## src/rtl/game_pkg.sv

```systemverilog
// game_pkg: shared state encoding, geometry defaults, screen bounds and colours
// for the game sequencer and its collision helper.
package game_pkg;

    typedef enum logic [1:0] {
        S_IDLE = 2'd0,
        S_PLAY = 2'd1,
        S_HIT  = 2'd2,
        S_OVER = 2'd3
    } game_state_t;

    localparam int PLAYER_HALF_DEF = 30;
    localparam int OBS_HALF_W_DEF  = 40;
    localparam int OBS_HALF_H_DEF  = 10;

    localparam int X_MIN = 150;
    localparam int X_MAX = 800;
    localparam int Y_MIN = 34;
    localparam int Y_MAX = 514;

    localparam logic [11:0] RED    = 12'hF00;
    localparam logic [11:0] PURPLE = 12'hF0F;

    localparam logic [3:0] SPEED_INIT = 4'd2;

endpackage

```

## src/rtl/game_sequencer_box_overlap.sv

```systemverilog
// box_overlap: combinational inclusive overlap test between two axis-aligned
// boxes given their centres and the summed half-extents per axis.
module box_overlap #(
    parameter int HALF_X = 70,
    parameter int HALF_Y = 40
) (
    input  logic [9:0] i_xa,
    input  logic [9:0] i_ya,
    input  logic [9:0] i_xb,
    input  logic [9:0] i_yb,
    output logic       o_hit
);

    logic [10:0] w_dx;
    logic [10:0] w_dy;

    always_comb begin
        w_dx  = (i_xa >= i_xb) ? ({1'b0, i_xa} - {1'b0, i_xb}) : ({1'b0, i_xb} - {1'b0, i_xa});
        w_dy  = (i_ya >= i_yb) ? ({1'b0, i_ya} - {1'b0, i_yb}) : ({1'b0, i_yb} - {1'b0, i_ya});
        o_hit = (w_dx <= 11'(HALF_X)) && (w_dy <= 11'(HALF_Y));
    end

endmodule

```

## src/rtl/game_sequencer.sv

```systemverilog
// game_sequencer: IDLE/PLAY/HIT/OVER controller with collision, lives, score, speed.
// Optional build macro: GAME_SEQ_LEVELUP_EN (speed steps up every LEVEL_PTS points).
module game_sequencer
    import game_pkg::*;
#(
    parameter int LIVES       = 3,
    parameter int HIT_TICKS   = 30,
    parameter int SCORE_TICKS = 60,
    parameter int PLAYER_HALF = PLAYER_HALF_DEF,
    parameter int OBS_HALF_W  = OBS_HALF_W_DEF,
    parameter int OBS_HALF_H  = OBS_HALF_H_DEF,
    parameter int LEVEL_PTS   = 8,
    parameter int MAX_SPEED   = 8
) (
    input  logic       clk,
    input  logic       rst,
    input  logic       tick,
    input  logic       start,
    input  logic [9:0] xpos,
    input  logic [9:0] ypos,
    input  logic [9:0] xpos_obs,
    input  logic [9:0] ypos_obs,
    input  logic [9:0] xpos_vobs,
    input  logic [9:0] ypos_vobs,
    output logic [1:0] state,
    output logic       move_en,
    output logic [3:0] speed,
    output logic [1:0] lives,
    output logic [9:0] score,
    output logic       hit_flash,
    output logic       game_over
);

    localparam int HCW = (HIT_TICKS > 1) ? $clog2(HIT_TICKS) : 1;
    localparam int SCW = (SCORE_TICKS > 1) ? $clog2(SCORE_TICKS) : 1;
    localparam logic [HCW-1:0] HIT_LOAD   = HCW'(HIT_TICKS - 1);
    localparam logic [SCW-1:0] SCORE_LAST = SCW'(SCORE_TICKS - 1);
    localparam logic [1:0]     LIVES_INIT = 2'(LIVES);

    game_state_t    r_state, w_state_nx;
    logic [1:0]     r_lives, w_lives_nx;
    logic [9:0]     r_score, w_score_nx;
    logic [3:0]     r_speed, w_speed_nx;
    logic [SCW-1:0] r_score_cnt, w_score_cnt_nx;
    logic [HCW-1:0] r_hit_cnt, w_hit_cnt_nx;
    logic           r_coll, r_start_q, r_move_en, r_hit_flash, r_game_over;
    logic           w_hit0, w_hit1, w_start_rise;

    box_overlap #(.HALF_X(PLAYER_HALF + OBS_HALF_W), .HALF_Y(PLAYER_HALF + OBS_HALF_H)) u_ovl0 (
        .i_xa(xpos), .i_ya(ypos), .i_xb(xpos_obs), .i_yb(ypos_obs), .o_hit(w_hit0)
    );

    box_overlap #(.HALF_X(PLAYER_HALF + OBS_HALF_W), .HALF_Y(PLAYER_HALF + OBS_HALF_H)) u_ovl1 (
        .i_xa(xpos), .i_ya(ypos), .i_xb(xpos_vobs), .i_yb(ypos_vobs), .o_hit(w_hit1)
    );

    assign w_start_rise = start & ~r_start_q;

`ifndef GAME_SEQ_LEVELUP_EN
    logic w_unused_cfg;
    assign w_unused_cfg = (LEVEL_PTS > 0) ^ (MAX_SPEED > 0);
`endif

    always_comb begin
        w_state_nx     = r_state;
        w_lives_nx     = r_lives;
        w_score_nx     = r_score;
        w_speed_nx     = r_speed;
        w_score_cnt_nx = r_score_cnt;
        w_hit_cnt_nx   = r_hit_cnt;
        case (r_state)
            S_IDLE: begin
                w_lives_nx     = LIVES_INIT;
                w_score_nx     = '0;
                w_speed_nx     = SPEED_INIT;
                w_score_cnt_nx = '0;
                w_hit_cnt_nx   = '0;
                if (w_start_rise) w_state_nx = S_PLAY;
            end
            S_PLAY: begin
                if (tick && r_coll) begin
                    w_lives_nx = r_lives - 2'd1;
                    if (w_lives_nx == 2'd0) begin
                        w_state_nx = S_OVER;
                    end else begin
                        w_state_nx   = S_HIT;
                        w_hit_cnt_nx = HIT_LOAD;
                    end
                end else if (tick) begin
                    // The rollover tick itself awards the point; score_cnt keeps cycling once score saturates.
                    if (r_score_cnt == SCORE_LAST) begin
                        w_score_cnt_nx = '0;
                        if (r_score != '1) begin
                            w_score_nx = r_score + 10'd1;
`ifdef GAME_SEQ_LEVELUP_EN
                            if ((w_score_nx % 10'(LEVEL_PTS)) == '0 && r_speed < 4'(MAX_SPEED))
                                w_speed_nx = r_speed + 4'd1;
`endif
                        end
                    end else begin
                        w_score_cnt_nx = r_score_cnt + 1'b1;
                    end
                end
            end
            S_HIT: begin
                if (tick) begin
                    if (r_hit_cnt == '0) w_state_nx = S_PLAY;
                    else                 w_hit_cnt_nx = r_hit_cnt - 1'b1;
                end
            end
            S_OVER: begin
                if (w_start_rise) begin
                    w_state_nx     = S_PLAY;
                    w_lives_nx     = LIVES_INIT;
                    w_score_nx     = '0;
                    w_speed_nx     = SPEED_INIT;
                    w_score_cnt_nx = '0;
                    w_hit_cnt_nx   = '0;
                end
            end
            default: w_state_nx = S_IDLE;
        endcase
    end

    always_ff @(posedge clk) begin
        if (rst) begin
            r_state     <= S_IDLE;
            r_lives     <= LIVES_INIT;
            r_score     <= '0;
            r_speed     <= SPEED_INIT;
            r_score_cnt <= '0;
            r_hit_cnt   <= '0;
            r_coll      <= 1'b0;
            r_start_q   <= 1'b0;
            r_move_en   <= 1'b0;
            r_hit_flash <= 1'b0;
            r_game_over <= 1'b0;
        end else begin
            r_state     <= w_state_nx;
            r_lives     <= w_lives_nx;
            r_score     <= w_score_nx;
            r_speed     <= w_speed_nx;
            r_score_cnt <= w_score_cnt_nx;
            r_hit_cnt   <= w_hit_cnt_nx;
            r_coll      <= w_hit0 | w_hit1;
            r_start_q   <= start;
            r_move_en   <= (w_state_nx == S_PLAY);
            r_hit_flash <= (w_state_nx == S_HIT);
            r_game_over <= (w_state_nx == S_OVER);
        end
    end

    assign state     = r_state;
    assign move_en   = r_move_en;
    assign speed     = r_speed;
    assign lives     = r_lives;
    assign score     = r_score;
    assign hit_flash = r_hit_flash;
    assign game_over = r_game_over;

endmodule

```

## config.mk

```make
export PLATFORM = sky130hd
export DESIGN_NAME = game_sequencer
export DESIGN_NICKNAME = d
export VERILOG_FILES = /design/src/rtl/game_pkg.sv /design/src/rtl/game_sequencer_box_overlap.sv /design/src/rtl/game_sequencer.sv
export SDC_FILE = /design/constraint.sdc
export NUM_CORES = 1
export LEC_CHECK = 0
export CORE_UTILIZATION = 40
export CTS_CLUSTER_SIZE = 28
export DETAILED_ROUTE_END_ITERATION = 7
export PLACE_DENSITY = 0.64
export SLEW_MARGIN = 0
export SYNTH_ARGS = -nofsm -noshare
export SYNTH_HDL_FRONTEND = slang
export SYNTH_SLANG_ARGS = --single-unit
```

## constraint.sdc

```tcl
create_clock -name clk -period 2.71 [get_ports clk]
set_input_delay 0.271 -clock clk [delete_from_list [all_inputs] [get_ports clk]]
set_output_delay 0.271 -clock clk [all_outputs]
set_load 0.1 [all_outputs]
```

# After elaboration in Yosys (flattened, before gate mapping)
# Index checks and enable logic that the tools add are counted.
[op_classes] n_addsub=12 order_cmp=8 n_eq_ne=17 muxes=32 bitwise_logic=3 reduce_logical=14
[op_table] operator="$sub A10 B10 Y11" n=8
[op_table] operator="$mux W10" n=5
[op_table] operator="$mux W11" n=4
[op_table] operator="$ge A10 B10 Y1" n=4
[op_table] operator="$pmux W10 S3" n=1
[op_table] operator="$mux W5" n=5
[op_table] operator="$mux W6" n=4
[op_table] operator="$le A11 B6 Y1 const B" n=2
[op_table] operator="$le A11 B7 Y1 const B" n=2
[op_table] operator="$pmux W5 S4" n=1
[op_table] operator="$ne A2 B2 Y1 const B" n=9
[op_table] operator="$pmux W6 S3" n=1
[op_table] operator="$mux W2" n=6
[op_table] operator="$pmux W2 S3" n=2
[op_table] operator="$add A10 B1 Y10 const B" n=1
[op_table] operator="$ne A10 B10 Y1 const B" n=1
[op_table] operator="$eq A2 B2 Y1 const B" n=4
[op_table] operator="$pmux W4 S2" n=1
[op_table] operator="$add A6 B1 Y6 const B" n=1
[op_table] operator="$eq A6 B6 Y1 const B" n=1
[op_table] operator="$reduce_and A6 Y1" n=1
[op_table] operator="$logic_not A5 Y1" n=1
[op_table] operator="$reduce_and A5 Y1" n=1
[op_table] operator="$sub A5 B1 Y5 const B" n=1
[op_table] operator="15 further kinds" n=19
[word_totals] reg_bits=34 input_bits=64 out_inout_bits=21 word_cells=97

# Longest topological paths before layout
# Gate-level depths: netlist (run 1).
[depth] ltp_word=6 depth_mapped=13 depth_no_buf=13

# Hierarchy
# A second synthesis (run 1) with hierarchy kept.
[unflattened] cells_unflattened=732 area_unflattened_um2=5435.2
[modules_own_cells] mod="box_overlap at u_ovl1" instances=1 cells_each=286 area_per_inst_um2=1989.4 seq_area_each_um2=0.0
[modules_own_cells] mod="box_overlap at u_ovl0" instances=1 cells_each=260 area_per_inst_um2=1874.3 seq_area_each_um2=0.0
[modules_own_cells] mod="game_sequencer" instances=1 cells_each=186 area_per_inst_um2=1571.5 seq_area_each_um2=600.6

# Least setup slack after synthesis (run 1)
# OpenSTA, ideal clock, no wires.
[synth_path] kind="register to register" startpoint="register r_state[0] (netlist: state[0])" endpoint="register r_score[9] (netlist: score[9])" setup_ns=0.073 arrival_time_ns=3.192 setup_slack_ns=-0.555 stages_incl_launch_ff=11 synth_period_minus_slack_ns=3.265 path_cell_list="dfxtp_1 > inv_1 > ha_1 > inv_1 > nand2_1 > a21oi_1 > nand2_1 > a41oi_2 > nand4_1 > or3_1 > a21oi_1"
[synth_via] elab_chain_len=3 elab_cells_between_ends=11 classes_between="eq/ne (7); mux (1); reduce/logical (3)"
[synth_rtl] item="start, declared" line="game_sequencer.sv:40" source="game_state_t r_state, w_state_nx;"
[synth_rtl] item="start signal, assigned" line="game_sequencer.sv:139" source="r_state <= w_state_nx;"
[synth_rtl] item="$eq A2 B1 Y1, or another cell as far along" line="game_sequencer.sv:71" source="case (r_state)"
[synth_rtl] item="$ne A2 B2 Y1 (no line) or $reduce_bool A3 Y1 (tied branches)"
[synth_rtl] item="$reduce_and A6 Y1 (no line)"
[synth_rtl] item="end signal, assigned" line="game_sequencer.sv:141" source="r_score <= w_score_nx;"
[synth_rtl] item="end, declared" line="game_sequencer.sv:42" source="logic [9:0] r_score, w_score_nx;"
# Several ways; a longest one is shown, not always the timed one.
# A chain may end at the register's enable or synchronous reset.

# Final worst setup path (run 1)
[layout_path] startpoint="input xpos[1]" endpoint="register r_coll"
[layout_via] elab_chain_len=5 elab_cells_between_ends=13 classes_between="add/sub (4); order compare (4); mux (2); bitwise (1); reduce/logical (2)"
[layout_rtl] item="start, declared" line="game_sequencer.sv:19" source="input logic [9:0] xpos,"
[layout_rtl] item="$sub A10 B10 Y11 or $ge A10 B10 Y1 (tied branches)" line="game_sequencer_box_overlap.sv:18" source="w_dx = (i_xa >= i_xb) ? ({1'b0, i_xa} - {1'b0, i_xb}) : ({1'b0, i_xb} - {1'b0, i_xa});"
[layout_rtl] item="$mux W11" line="game_sequencer_box_overlap.sv:18"
[layout_rtl] item="$le A11 B7 Y1" line="game_sequencer_box_overlap.sv:20" source="o_hit = (w_dx <= 11'(HALF_X)) && (w_dy <= 11'(HALF_Y));"
[layout_rtl] item="$logic_and A1 B1 Y1" line="game_sequencer_box_overlap.sv:20"
[layout_rtl] item="$or A1 B1 Y1 (*)" line="game_sequencer.sv:145" source="r_coll <= w_hit0 | w_hit1;"
[layout_rtl] item="end signal, assigned" line="game_sequencer.sv:145"
[layout_rtl] item="end, declared" line="game_sequencer.sv:46" source="logic r_coll, r_start_q, r_move_en, r_hit_flash, r_game_over;"
# Mark *: on every way between the ends. The rest lies on a longest branch, timed or not.

==> results.json, run 1 <==
{
  "yosys.area.top_type": "ha_1",
  "synthTopCellsByCount": "ha_1 (87), inv_1 (84), a21oi_1 (54), nor2_1 (48), nand2_1 (38)",
  "holdCritPathClass": "reg2reg",
  "num_io_pins": 85,
  "synth-seq-cells": 30,
  "cts_tree": "done",
  "yosys_warnings": 0,
  "setup_ws_ns": -0.0477,
  "holdWs_ns": 0.495,
  "utilization_pct": 66.3,
  "vias": 6150,
  "ant_nets": 0,
  "maxSlewViolCount": 0,
  "p_leak_nw": 3.99,
  "synthToLayoutAreaGrowth_pct": 60.8,
  "slew_headroom_pct": 59.5,
  "status": "finished with violations",
  "violations": "setup timing",
  "clk_pin_slew_ns": 0.05,
  "gp_congestion": 0.926,
  "synthFlopType": "dfxtp_1",
  "cts_made_buffers": 5,
  "power_mw": 2.85,
  "viasPerCell": 5.42,
  "clock-sinks": 30,
  "grt_overflow": 0,
  "die_w_um": 116,
  "cp.required_ns": 2.88,
  "cts_buffer_depth": 2,
  "whs_path_depth": 2,
  "yosysMostFrequentCell": "ha_1",
  "clock_latency_ns": 0.27,
  "cp_top_family": "compound AO/OA/AOI/OAI gates",
  "ir_worst_vdd_uv": 239,
  "core_region_area_um2": 12700,
  "grt_pass1_vias": 6014,
  "worstMarginPinSlew_ns": 0.604,
  "die_area_um2": 13600,
  "antenna_found_initial": 0,
  "skew_ns": 0.00516,
  "diodes": 0,
  "cp-startpoint": "xpos[1]",
  "grt_max_degree": 12,
  "root_buffer": "clkbuf_16",
  "cp.arrival_ns": 2.93,
  "cp_common_cell": "buf_4",
  "dp_hpwl_mm": 13.5,
  "syn_area_per_cell_um2": 7.47,
  "critPathSlowestCell": "o311ai_4",
  "final-setup-viol-count": 1,
  "wl_mm": 17.7,
  "drive_gt1_share_pct": 37.4,
  "async_reset_ff_share_pct": 0,
  "critPathMaxFanout": 3,
  "ys_types": 77,
  "grt_use_total_pct": 25.1,
  "synthCells": 702,
  "crit_path_end_kind": "flop",
  "critPathLaunchType": "input port",
  "synth-edff-count": 0,
  "initial_core_util_pct": 41.2,
  "crit_type": "in2reg",
  "path_depth": 13,
  "r2r_start": "state[0]",
  "fin_crit_sh_pct": 102,
  "maxCapViolations": 0,
  "die_y_um": 116,
  "worstHoldStart": "r_score_cnt[1]",
  "drc": 0,
  "timing.final.crit_period_ns": 2.76,
  "dr.pass1.iters": 5,
  "nets": 1116,
  "wl_per_cell_um": 15.6,
  "rsz0062_at_grt": "true",
  "reg2reg_depth": 10,
  "grt_pass1_wl_mm": 27.5,
  "drtIter0Drc": 296,
  "max_freq_mhz": 363,
  "ys_seq_area_share_pct": 11.5,
  "crit_chain": "buf_2 -> inv_2 -> buf_4 -> ha_1 -> buf_4 -> nand3_1 -> o311ai_4 -> o21a_2 -> mux2i_1 -> a221oi_2 -> xor2_1 -> a31oi_2 -> o41ai_2",
  "hold_violations": 0,
  "netlist_area_um2": 5240,
  "slowest_delay_ns": 0.42,
  "synth_top_area_share_pct": 20.8,
  "synthTopCellsByArea": "ha_1 (21%), dfxtp_1 (11%), inv_1 (6.0%)",
  "p_per_area_nw_per_um2": 338,
  "critPathBufInv": 4,
  "cts_max_level": 2,
  "io_buffers": 80,
  "core.rowCount": 41
}
==> through the flow <==
step / instances / area [um2] / setup WS [ns] / TNS (ns)
final: 1134 / 8430 / -0.0477 / -0.0477
after floorplan: 704 / 5260 / 0.00644 / 0
after global placement: 1111 / 7440 / -0.728 / -0.728
after CTS: 1131 / 8230 / 0.00144 / 0
after global routing: 1134 / 8430 / -0.143 / -0.143
after detailed placement: 1111 / 7440 / -0.728 / -0.728
==> worst reg2reg max path: stages, from the launching register on <==
cell	delay (ns)
dfxtp_4	0.36
inv_1	0.09
ha_1	0.30
inv_1	0.10
nand2_1	0.13
a21oi_1	0.19
nand2_1	0.10
a41oi_2	0.19
nand4_1	0.21
or3_1	0.39
a21oi_1	0.13
==> metal layers <==
| metal | GRT usage [%] | part of all wire (%) | vias to the layer above |
|---|---|---|---|
| met5 | 0 | 0 | - |
| met4 | 5.21 | 2.0 | 0 |
| met3 | 2.02 | 4.0 | 35 |
| met2 | 45.2 | 49 | 179 |
| met1 | 32.5 | 45 | 2916 |
| li1 | - | - | 3020 |
==> flip-flops by register name, indices dropped and copies added, names as in the netlist <==
register / cells
r_hit_cnt: 5
lives: 2
score: 10
game_over: 1
move_en: 1
r_score_cnt: 6
r_start_q: 1
state: 2
r_coll: 1
hit_flash: 1
==> repair_timing <==
action                                 in CTS  in global routing
buffers inserted                           12                  3
hold buffers                                0                  0
resized for setup                         157                 53
setup endpoints to repair                   1                  1
endpoints found under the hold margin       0                  0
pin swaps                                  38                 41
==> layout by cell type, fill, tap and decap left out, types with 8 or more instances in the layout <==
master and instances:
ha_1 49, o21ai_0 27, nor2b_1 11, nand2b_1 17
nand3_1 18, o211ai_1 10, a21o_1 19, dfxtp_1 28
a21oi_2 11, xnor2_1 13, inv_1 64, dlygate4sd2_1 35
nor2_1 48, buf_4 208, nand4_1 11, nand2_1 38
xor2_1 18, o21a_1 8, inv_2 19, mux2i_1 14
and3_1 10, a21oi_1 43, nor3_1 22, clkdlybuf4s50_1 13
ha_4 28, ha_2 10
==> cell families after synthesis <==
logic type               Yosys count  synth area share (%)
AO/OA/AOI/OAI                    205                  26.9
XOR/XNOR                          33                  5.51
adder cells (fa/ha/maj)           91                  22.3
buffers and inverters            109                  8.78
flip-flops                        30                  11.5
multiplexers                      22                  4.32
other                              2                 0.143
AND/OR/NAND/NOR                  210                  20.6
==> area by class of cell <==
type                            count  area (um2)
Timing Repair Buffer              275        2190
Clock inverter                      2        10.0
Clock buffer                        6         129
Tap cell                          172         215
Multi-Input combinational cell    565        4960
Inverter                           84         318
Fill cell                        1047        4290
Sequential cell                    30         606
==> where the power goes <==
group	total, mW	internal, mW	switching, mW
Clock	0.511	0.335	0.176
Combinational	1.86	0.901	0.963
Sequential	0.473	0.459	0.0140
Total	2.85	1.69	1.15
==> worst paths after layout <==
check                                       to  slack [ns]
worst max-delay path                    r_coll       -0.05
worst min-delay path            r_score_cnt[1]        0.49
worst max register to register        score[9]        0.43
worst min register to register  r_score_cnt[1]        0.49
(Power assumes the default switching activity.)
==> inputs of run 2 (changes only) <==
- ABC_CLOCK_PERIOD_IN_PS: default -> 2710
- SKIP_LAST_GASP: default -> 1
==> run 2 against run 1 <==
Against the previous run:
- the run still ends with setup timing left
- sequential share of layout area unchanged
- via count increased by 0.13%
- global-route usage unchanged
- critical path type unchanged
- maximum frequency unchanged
- total power about the same
- non-clock buffer count unchanged
- wire length about the same
- critical endpoint unchanged
==> results.json, run 2 (synthesized netlist as in run 1, its figures left out) <==
{
  "crit_type": "in2reg",
  "worstMarginPinSlew_ns": 0.604,
  "p_leak_nw": 3.99,
  "cts_tree": "done",
  "root_buffer": "clkbuf_16",
  "gp_congestion": 0.926,
  "rsz0062_at_grt": "true",
  "pre_cts_slack_ns": -0.728,
  "io_buffers": 80,
  "largest_reg_flops": 10,
  "wl_per_cell_um": 15.6,
  "power_mw": 2.85,
  "cts_buffer_depth": 2,
  "cp.arrival_ns": 2.93,
  "r2r_start": "state[0]",
  "viasPerCell": 5.43,
  "core_region_area_um2": 12700,
  "die_area_um2": 13600,
  "cp_common_cell": "buf_4",
  "antenna_found_initial": 0,
  "finalSetupTns_ns": -0.0477,
  "diodes": 0,
  "critPathLaunchType": "input port",
  "placed_cell_area_um2": 7440,
  "r2r_end": "score[9]",
  "final_cell_mix": "buf_4 (208), inv_1 (64), ha_1 (49), nor2_1 (48), a21oi_1 (43)",
  "cp.required_ns": 2.88,
  "violations": "setup timing",
  "num_io_pins": 85,
  "die_w_um": 116,
  "endpoint": "r_coll",
  "ir_worst_vdd_uv": 239,
  "drc": 0,
  "clk_pin_slew_ns": 0.05,
  "grt_use_total_pct": 25.1,
  "r2r_setup_slack_ns": 0.45,
  "status": "finished with violations",
  "drtIter0Drc": 307,
  "reg2reg_depth": 10,
  "grt_overflow": 0,
  "p_per_area_nw_per_um2": 338,
  "grt_pass1_wl_mm": 27.5,
  "clock-sinks": 30,
  "wl_mm": 17.7,
  "cp-startpoint": "xpos[5]",
  "fin_crit_sh_pct": 102,
  "skew_ns": 0.00521,
  "clock_latency_ns": 0.28,
  "final-setup-viol-count": 1,
  "dr.pass1.iters": 5,
  "cts_max_level": 2,
  "drive_gt1_share_pct": 37.4,
  "cts_made_buffers": 5,
  "slew_headroom_pct": 59.5,
  "core.rowCount": 41,
  "hold_violations": 0,
  "nets": 1116,
  "holdCritPathClass": "reg2reg",
  "synthToLayoutAreaGrowth_pct": 60.8,
  "grt_pass1_vias": 6014,
  "maxCapViolations": 0,
  "critPathMaxFanout": 4,
  "setup_ws_ns": -0.0477,
  "final_common_cell": "buf_4",
  "vias": 6158,
  "slowest_delay_ns": 0.35,
  "die_y_um": 116,
  "worstHoldStart": "r_score_cnt[1]",
  "utilization_pct": 66.3,
  "crit_chain": "clkdlybuf4s15_1 -> inv_2 -> buf_4 -> ha_1 -> nand2_1 -> buf_4 -> a41oi_4 -> o21ai_4 -> buf_6 -> mux2i_1 -> xnor2_1 -> a21oi_1 -> a31oi_2 -> o41ai_2",
  "crit_path_end_kind": "flop",
  "max_freq_mhz": 363,
  "ant_nets": 0,
  "initial_core_util_pct": 41.2,
  "dp_hpwl_mm": 13.5,
  "grt_max_degree": 12,
  "maxSlewViolCount": 0,
  "timing.final.crit_period_ns": 2.76,
  "design_area_um2": 8430,
  "critPathSlowestCell": "o41ai_2"
}
run 2: cell counts in the layout (fill, tap and decap cells not counted):
Identical to the previous run, type by type.
run 2: how the worst min path moves through the flow:
stage,endpoint,slack [ns],cells after the start
floorplan,state[1],0.35,1
global placement,r_score_cnt[5],0.47,2
detailed placement,r_score_cnt[5],0.49,2
CTS,r_score_cnt[5],0.50,2
global route,score[7],0.52,2
finish,r_score_cnt[1],0.49,2
run 2: final cells by class:
class / instances / area [um2]
Multi-Input combinational cell: 565 / 4960
Fill cell: 1047 / 4290
Timing Repair Buffer: 275 / 2190
Sequential cell: 30 / 606
Inverter: 84 / 318
Tap cell: 172 / 215
Clock buffer: 6 / 129
Clock inverter: 2 / 10.0
run 2: worst max-delay path: cells and delay by family:
| family | cells | cell delay, ns |
|---|---|---|
| buffers and inverters | 5 | 0.80 |
| xor gates and xnor gates | 1 | 0.10 |
| AOI/OAI and AO/OA | 5 | 1.04 |
| and+or+nand+nor | 1 | 0.16 |
| muxes | 1 | 0.25 |
| adders and majority gates | 1 | 0.30 |
run 2: stage by stage:
step | hold slack [ns] | std cells
floorplan | 0.351 | 704
global placement | 0.471 | 1111
detailed placement | 0.488 | 1111
CTS | 0.496 | 1131
global route | 0.520 | 1134
finish | 0.495 | 1134
run 2: routing by layer:
metal	GRT usage [%]	wire [um]	vias up
li1	-	-	3023
met1	32.5	7940	2917
met2	45.2	8700	185
met3	2.02	721	33
met4	5.21	336	0
met5	0	0	-
run 2: timing repair:
action	in CTS	in global routing
hold buffers	0	0
pin swaps	38	41
gates resized for setup	157	53
setup endpoints to repair	1	1
buffers inserted	12	3
run 2: power breakdown:
group / total [mW] / leakage [nW] / internal [mW] / switching [mW]
logic: 1.86 / 3.68 / 0.901 / 0.962
registers: 0.473 / 0.244 / 0.459 / 0.0140
clock network: 0.511 / 0.0706 / 0.335 / 0.177
total: 2.85 / 3.99 / 1.69 / 1.15
